`src/rtl/fifo_pkg.sv`:
```
// Shared FIFO definitions: default geometry and pointer helpers.
// Used by sync_fifo_ctrl for the full-pointer test.
package fifo_pkg;

  localparam int AW         = 4;
  localparam int FIFO_WIDTH = 8;

  function automatic logic ptr_full(
    input logic [31:0] w,
    input logic [31:0] r,
    input int          aw
  );
    logic [31:0] m;
    m = (32'd1 << aw) - 32'd1;
    return (((w ^ r) & m) == 32'd0) && (w[aw] != r[aw]);
  endfunction

endpackage

```
`src/rtl/dpram.sv`:
```
// Simple dual-port RAM, one write port and one registered read port.
// Ports: wclk/wenc/waddr/wdata write side, rclk/renc/raddr/rdata read side.
module dpram #(
  parameter int DEPTH = 16,
  parameter int WIDTH = 8
) (
  input  logic                     wclk,
  input  logic                     wenc,
  input  logic [$clog2(DEPTH)-1:0] waddr,
  input  logic [WIDTH-1:0]         wdata,
  input  logic                     rclk,
  input  logic                     renc,
  input  logic [$clog2(DEPTH)-1:0] raddr,
  output logic [WIDTH-1:0]         rdata
);

  logic [WIDTH-1:0] mem [DEPTH];

  always_ff @(posedge wclk) begin
    if (wenc) mem[waddr] <= wdata;
  end

  // No reset: contents and rdata are undefined until written/read.
  always_ff @(posedge rclk) begin
    if (renc) rdata <= mem[raddr];
  end

endmodule

```
`src/rtl/sync_fifo_ctrl.sv`:
```
// Single-clock FIFO control: pointers, count, flags, sticky errors.
// Ports: wr_en/wdata, rd_en/rdata/rvalid, status flags, count, clr_err.
module sync_fifo_ctrl
  import fifo_pkg::*;
#(
  parameter int DEPTH    = 1 << AW,
  parameter int WIDTH    = FIFO_WIDTH,
  parameter int AF_LEVEL = DEPTH - 2,
  parameter int AE_LEVEL = 2
) (
  input  logic                     clk,
  input  logic                     rst_n,
  input  logic                     wr_en,
  input  logic [WIDTH-1:0]         wdata,
  input  logic                     rd_en,
  output logic [WIDTH-1:0]         rdata,
  output logic                     rvalid,
  output logic                     full,
  output logic                     empty,
  output logic                     almost_full,
  output logic                     almost_empty,
  output logic [$clog2(DEPTH):0]   count,
  input  logic                     clr_err,
  output logic                     overflow,
  output logic                     underflow
);

  localparam int PA = $clog2(DEPTH);
  localparam int CW = PA + 1;

  logic          wr_acc, rd_acc;
  logic [PA:0]   wptr, rptr;
  logic [PA:0]   wptr_n, rptr_n;
  logic [CW-1:0] count_n;
  logic          full_n;

  // Acceptance uses only registered flags: no read-frees-slot bypass.
  assign wr_acc = wr_en & ~full;
  assign rd_acc = rd_en & ~empty;

  assign wptr_n  = wptr + {{PA{1'b0}}, wr_acc};
  assign rptr_n  = rptr + {{PA{1'b0}}, rd_acc};
  assign count_n = count + {{PA{1'b0}}, wr_acc}
                         - {{PA{1'b0}}, rd_acc};
  assign full_n  = ptr_full(32'(wptr_n), 32'(rptr_n), PA);

  always_ff @(posedge clk or negedge rst_n) begin
    if (!rst_n) begin
      wptr         <= '0;
      rptr         <= '0;
      count        <= '0;
      full         <= 1'b0;
      empty        <= 1'b1;
      almost_full  <= 1'b0;
      almost_empty <= 1'b1;
      rvalid       <= 1'b0;
      overflow     <= 1'b0;
      underflow    <= 1'b0;
    end else begin
      wptr         <= wptr_n;
      rptr         <= rptr_n;
      count        <= count_n;
      full         <= full_n;
      empty        <= (count_n == '0);
      almost_full  <= (count_n >= CW'(AF_LEVEL));
      almost_empty <= (count_n <= CW'(AE_LEVEL));
      rvalid       <= rd_acc;
      // A new error in the clearing cycle wins over the clear.
      overflow     <= (overflow & ~clr_err) | (wr_en & full);
      underflow    <= (underflow & ~clr_err) | (rd_en & empty);
    end
  end

  dpram #(
    .DEPTH (DEPTH),
    .WIDTH (WIDTH)
  ) u_ram (
    .wclk  (clk),
    .wenc  (wr_acc),
    .waddr (wptr[PA-1:0]),
    .wdata (wdata),
    .rclk  (clk),
    .renc  (rd_acc),
    .raddr (rptr[PA-1:0]),
    .rdata (rdata)
  );

endmodule

```
`config.mk`:
```
export PLATFORM = sky130hd
export DESIGN_NAME = sync_fifo_ctrl
export DESIGN_NICKNAME = d
export VERILOG_FILES = /design/src/rtl/fifo_pkg.sv /design/src/rtl/dpram.sv /design/src/rtl/sync_fifo_ctrl.sv
export SDC_FILE = /design/constraint.sdc
export NUM_CORES = 1
export LEC_CHECK = 0
export CAP_MARGIN = 10
export CORE_ASPECT_RATIO = 0.75
export CORE_MARGIN = 5
export CORE_UTILIZATION = 30
export DETAILED_ROUTE_END_ITERATION = 16
export GPL_ROUTABILITY_DRIVEN = 1
export SLEW_MARGIN = 20
export SYNTH_ARGS = -nofsm -noshare
export SYNTH_HDL_FRONTEND = slang
export SYNTH_SLANG_ARGS = --single-unit
```
`constraint.sdc`:
```
create_clock -name clk -period 2.62 [get_ports clk]
set_input_delay 0.524 -clock clk [delete_from_list [all_inputs] [get_ports clk]]
set_output_delay 0.524 -clock clk [all_outputs]
set_load 0.03 [all_outputs]
```
# After elaboration in Yosys (flattened, before gate mapping)
# Memories as Yosys holds them, arrays and structs flattened. A register that Yosys moved wholly into a read port is not among the register bits.
# Index checks and enable logic that the tools add are counted.
# totals
register_bits	22
input_bits	13
memories	1
ramBits	128
output_inout_bits	20
# classes
n_bitwise	12
reduce_logical	3
n_addsub	4
eq_ne	1
n_lt_le_gt_ge	2
muxes	2
# mem_list
memory	words	width	read_ports	rd_clocked_by_memory_dff	wr	line	rtl
u_ram.mem	16	8	1	1	1	dpram.sv:17	logic [WIDTH-1:0] mem [DEPTH];
# ops
cell	n
logical NOT 32 bit	1
adder 5 x 1 -> 5 bit	3
AND 1 bit	6
greater-or-equal comparator 5 x 4 -> 1 bit, second input constant	1
less-or-equal comparator 5 x 2 -> 1 bit, second input constant	1
logical NOT 5 bit	1
subtractor 5 x 1 -> 5 bit	1
XOR 4 bit	1
NOT 1 bit	3
two-way mux 1 bit	2
OR 1 bit	2
logical AND 1 bit	1
!= test 1 bit	1

# Longest topological paths before layout
# Gate-level depths: netlist of run 1.
# logic_depth
word_depth	6
depth_mapped	9
depth_no_buf	8

# Cells and area by module
# Synthesis of run 1 repeated with hierarchy kept, for this count alone.
# unflattened
hier_cells	305
hier_area_um2	6249.7
# modules_own_cells
mod	n_inst	seq_area_each_um2	cells_each	area_each_um2
dpram	1	4083.9	229	5227.5
sync_fifo_ctrl	1	553.0	76	1022.2

# Worst setup path after synthesis of run 1
# No wires, ideal clock.
# synth_path
kind	reg2reg
from	register empty
to	register almost_empty
stages_incl_launch_ff	10
t_required_ns	2.499
setup_ns	0.121
arrival_ns	2.392
period_less_slack_ns	2.514
slack_ns	0.106
path_cell_list	dfstp_2 -> nor2b_1 -> buf_2 -> xnor2_1 -> ha_1 -> fa_1 -> a21o_1 -> a21oi_1 -> xnor2_1 -> a2111oi_0
# synth_via
elab_chain_len	4
# synth_lines
item	line	rtl
from (decl)	sync_fifo_ctrl.sv:19	output logic empty,
from (signal assigned)	sync_fifo_ctrl.sv:64	empty <= (count_n == '0);
NOT 1 bit	sync_fifo_ctrl.sv:39	assign rd_acc = rd_en & ~empty;
AND 1 bit	sync_fifo_ctrl.sv:39	
net rd_acc	sync_fifo_ctrl.sv:31	logic wr_acc, rd_acc;
subtractor 5 x 1 -> 5 bit	sync_fifo_ctrl.sv:44	- {{PA{1'b0}}, rd_acc};
net count_n[4]	sync_fifo_ctrl.sv:34	logic [CW-1:0] count_n;
less-or-equal comparator 5 x 2 -> 1 bit	sync_fifo_ctrl.sv:66	almost_empty <= (count_n <= CW'(AE_LEVEL));
to (signal assigned)	sync_fifo_ctrl.sv:66	
to (decl)	sync_fifo_ctrl.sv:21	output logic almost_empty,
# The timed path passes the listed nets, and every way through them passes these cells.

# Worst setup path in the final report of run 1
# layout_path
from	input port rd_en
to	register almost_empty
# layout_via
elab_chain_len	3
# layout_lines
item	line	rtl
from (decl)	sync_fifo_ctrl.sv:15	input logic rd_en,
AND 1 bit	sync_fifo_ctrl.sv:39	
subtractor 5 x 1 -> 5 bit	sync_fifo_ctrl.sv:44	
net count_n[4]	sync_fifo_ctrl.sv:34	
less-or-equal comparator 5 x 2 -> 1 bit	sync_fifo_ctrl.sv:66	
# The timed path passes the listed nets, and every way through them passes these cells.

==> metrics.yaml, run 1 <==
post-route-period-util_pct: 94.2
ys_ff_latch: 158
layout-drive-gt1-share_pct: 19.6
relSlewSlack_pct: 46.0
fp-row-count: 45
worst-path-buf-inv: 1
cts_num_sinks: 158
cts_max_path_buffers: 2
finalWirelength_mm: 13.4
cts_made_buffers: 17
ys_warn_count: 0
synth_area_um2: 6260
dp_hpwl_mm: 8.94
synth_ff_type: "edfxtp_1"
critPathLaunchType: "input pin"
crit_fanout: 3
drv_cap: 0
synth_cells: 342
boundaryPins: 33
wl_per_cell_um: 19.0
io_buffers: 32
cellPowerDensity_nw_per_um2: 1220
finalSetupViolations: 0
required_ns: 2.92
yosys.cell_types.count: 38
synth_nets: 363
criticalPathCategory: "in -> reg"
cts_tree: "built"
critPathSlowestCell: "clkdlybuf4s50_1"
diodes: 0
cp_common_cell: "xnor2_1"
die_x_um: 177
synth-compound-area-share_pct: 4.67
avgViaCountPerCell: 4.69
synth_edf_count: 136
fin_nets: 431
place_congestion: 0.794
grt_max_degree: 32
synthXorXnorAreaFrac_pct: 2.60
die_area_um2: 23900
hold_viol: 0
fin_hold_ws_ns: 0.450
cp_data_arrival_time_ns: 2.77
ys_async_sr_fraction_pct: 13.9
crit_family: "compound AO/OA/AOI/OAI gates"
initial_core_util_pct: 30.7
antenna_found_initial: 0
grt_usage_pct: 11.6
ctsRootBufferMaster: "clkbuf_16"
synth_top_family_by_area: "multiplexers"
synth.avg_cell_area_um2: 18.3
grt_pass1_wl_mm: 20.5
worst_slack_ns: 0.152
insertion_delay_ns: 0.42
fin_worst_skew_ns: 0.00891
grt_pass1_vias: 3446
dr_total_vias: 3306
synth_simple_gate_area_share_pct: 3.74
worstPathCellList: "clkdlybuf4s50_1, nor2b_2, xnor2_1, ha_1, fa_1, a21o_1, a21oi_1, xnor2_1, a2111oi_1"
worst_pin_slew_ns: 0.807
min_period_ns: 2.47
cts_setup_buffers: 0
postRouteAntennaNets: 0
rsz0062_at_grt: "no"
drtPass1Iterations: 5
utilization_pct: 37.7
cp-end-kind: "flop"
setup-tns-final_ns: 0
timing.fmax_mhz: 405
hold_class: "in -> async"
synthMuxAreaShare_pct: 11.1
synthAdderAreaFrac_pct: 1.72
clkTransAtPathRegs_ns: 0.07
grt-ovfl-total: 0
drc: 0
yosysSeqAreaShare_pct: 74.0
syn_to_final_growth_pct: 22.7
htree_levels: 4
die_y_um: 135
dp_slack_ns: -0.404
ir_drop_uv: 475
slew_viol_final: 0
p_leak_nw: 2.70
cp_slowest_stage_delay_ns: 0.47
core-area_um2: 20400
outcome: "finished clean"
drtIter0Drc: 304
registers in the layout, indices dropped and copies added (netlist names):
name,count
u_ram.mem,128
wptr,5
full,1
underflow,1
rptr,5
empty,1
count,5
u_ram.rdata,8
overflow,1
almost_full,1
almost_empty,1
rvalid,1
area by class of cell:
cell class,instances,area (um2)
Inverter,7,26.3
Sequential cell,158,4640
Clock buffer,17,425
Timing Repair Buffer,65,581
Fill cell,1903,12700
Clock inverter,15,161
Tap cell,282,353
Multi-Input combinational cell,161,1500
stage by stage:
stage | instance area (um2) | std cells | power (mW)
CTS | 7680 | 705 | 9.42
global placement | 7090 | 673 | 6.82
detailed placement | 7090 | 673 | 6.96
finish | 7680 | 705 | 9.34
global route | 7680 | 705 | 9.82
floorplan | 6260 | 342 | 5.74
metal layers:
metal	vias up	global-route usage (%)	wire [um]
met4	0	4.12	144
met3	11	2.32	717
met5	-	0	0
met1	1703	17.3	6520
met2	97	17.1	5990
li1	1495	-	-
cell usage in the layout, fill, tap and decap left out, types with 4 or more instances in the layout:
cell type / instances
a221oi_1: 16
a22oi_1: 8
buf_4: 32
clkbuf_16: 17
clkdlybuf4s50_1: 32
clkinvlp_4: 4
dfrtp_1: 19
edfxtp_1: 136
ha_1: 7
inv_1: 6
inv_6: 4
mux2i_1: 32
mux4_1: 4
mux4_2: 12
nand2_1: 13
nand3_1: 4
nor2_1: 15
nor3_1: 4
o21ai_0: 10
xnor2_1: 9
xor2_1: 7
worst register-to-register path, delay by kind of cell (launching register included):
| kind | cells | cell delay [ns] |
|---|---|---|
| xor+xnor | 2 | 0.29 |
| compound gates | 3 | 0.74 |
| fa+ha+maj | 2 | 0.60 |
| flops | 1 | 0.56 |
| simple gates | 1 | 0.06 |
cells in the mapped netlist (6+ instances only):
library cell / count / area [um2]
xnor2_1: 9 / 78.8
dfrtp_1: 20 / 500
a22oi_1: 8 / 60.1
nor2_1: 15 / 56.3
mux2i_1: 32 / 320
xor2_1: 7 / 61.3
mux4_2: 12 / 270
inv_1: 6 / 22.5
ha_1: 7 / 87.6
a221oi_1: 16 / 140
o21ai_0: 10 / 50.1
nand2_1: 13 / 48.8
edfxtp_1: 136 / 4080
buf_2: 7 / 35.0
what timing repair did:
action,CTS,global route
gates resized for setup,0,2
hold buffers,0,0
endpoints found under the setup margin,0,3
kinds of logic (layout without fill, tap and decap cells):
group	after synthesis	count (layout)
AOI/OAI and AO/OA	40	40
xor gates and xnor gates	17	17
adders and majority gates	8	8
buffers and inverters	23	104
DFF	158	158
muxes	48	48
and+or+nand+nor	48	48
report_power, final:
group | internal (mW) | switching (mW) | total [mW] | leakage, nW
combinational | 1.43 | 1.96 | 3.40 | 0.933
sequential | 3.27 | 0.220 | 3.49 | 1.49
clock | 1.42 | 1.03 | 2.45 | 0.274
total | 6.12 | 3.22 | 9.34 | 2.70
worst paths after layout:
kind,slack [ns],end,startpoint,cells after the start
max reg2reg,0.26,almost_empty,empty,8
min,0.45,count[0],rst_n,2
max in group asynchronous,1.89,empty,rst_n,2
min in group clk,0.50,rptr[4],rptr[4],1
min reg2reg,0.50,rptr[4],rptr[4],1
max,0.15,almost_empty,rd_en,9
No activity file was read; power rests on OpenSTA's default activity.
==> run 2: changes to the inputs <==
--- a/config.mk
+++ b/config.mk
@@ -15,3 +15,4 @@
 export SYNTH_ARGS = -nofsm -noshare
 export SYNTH_HDL_FRONTEND = slang
 export SYNTH_SLANG_ARGS = --single-unit
+export TNS_END_PERCENT = 50
==> results of run 2 <==
Same layout as run 1: the final DEF is identical, and so are final timing and power.
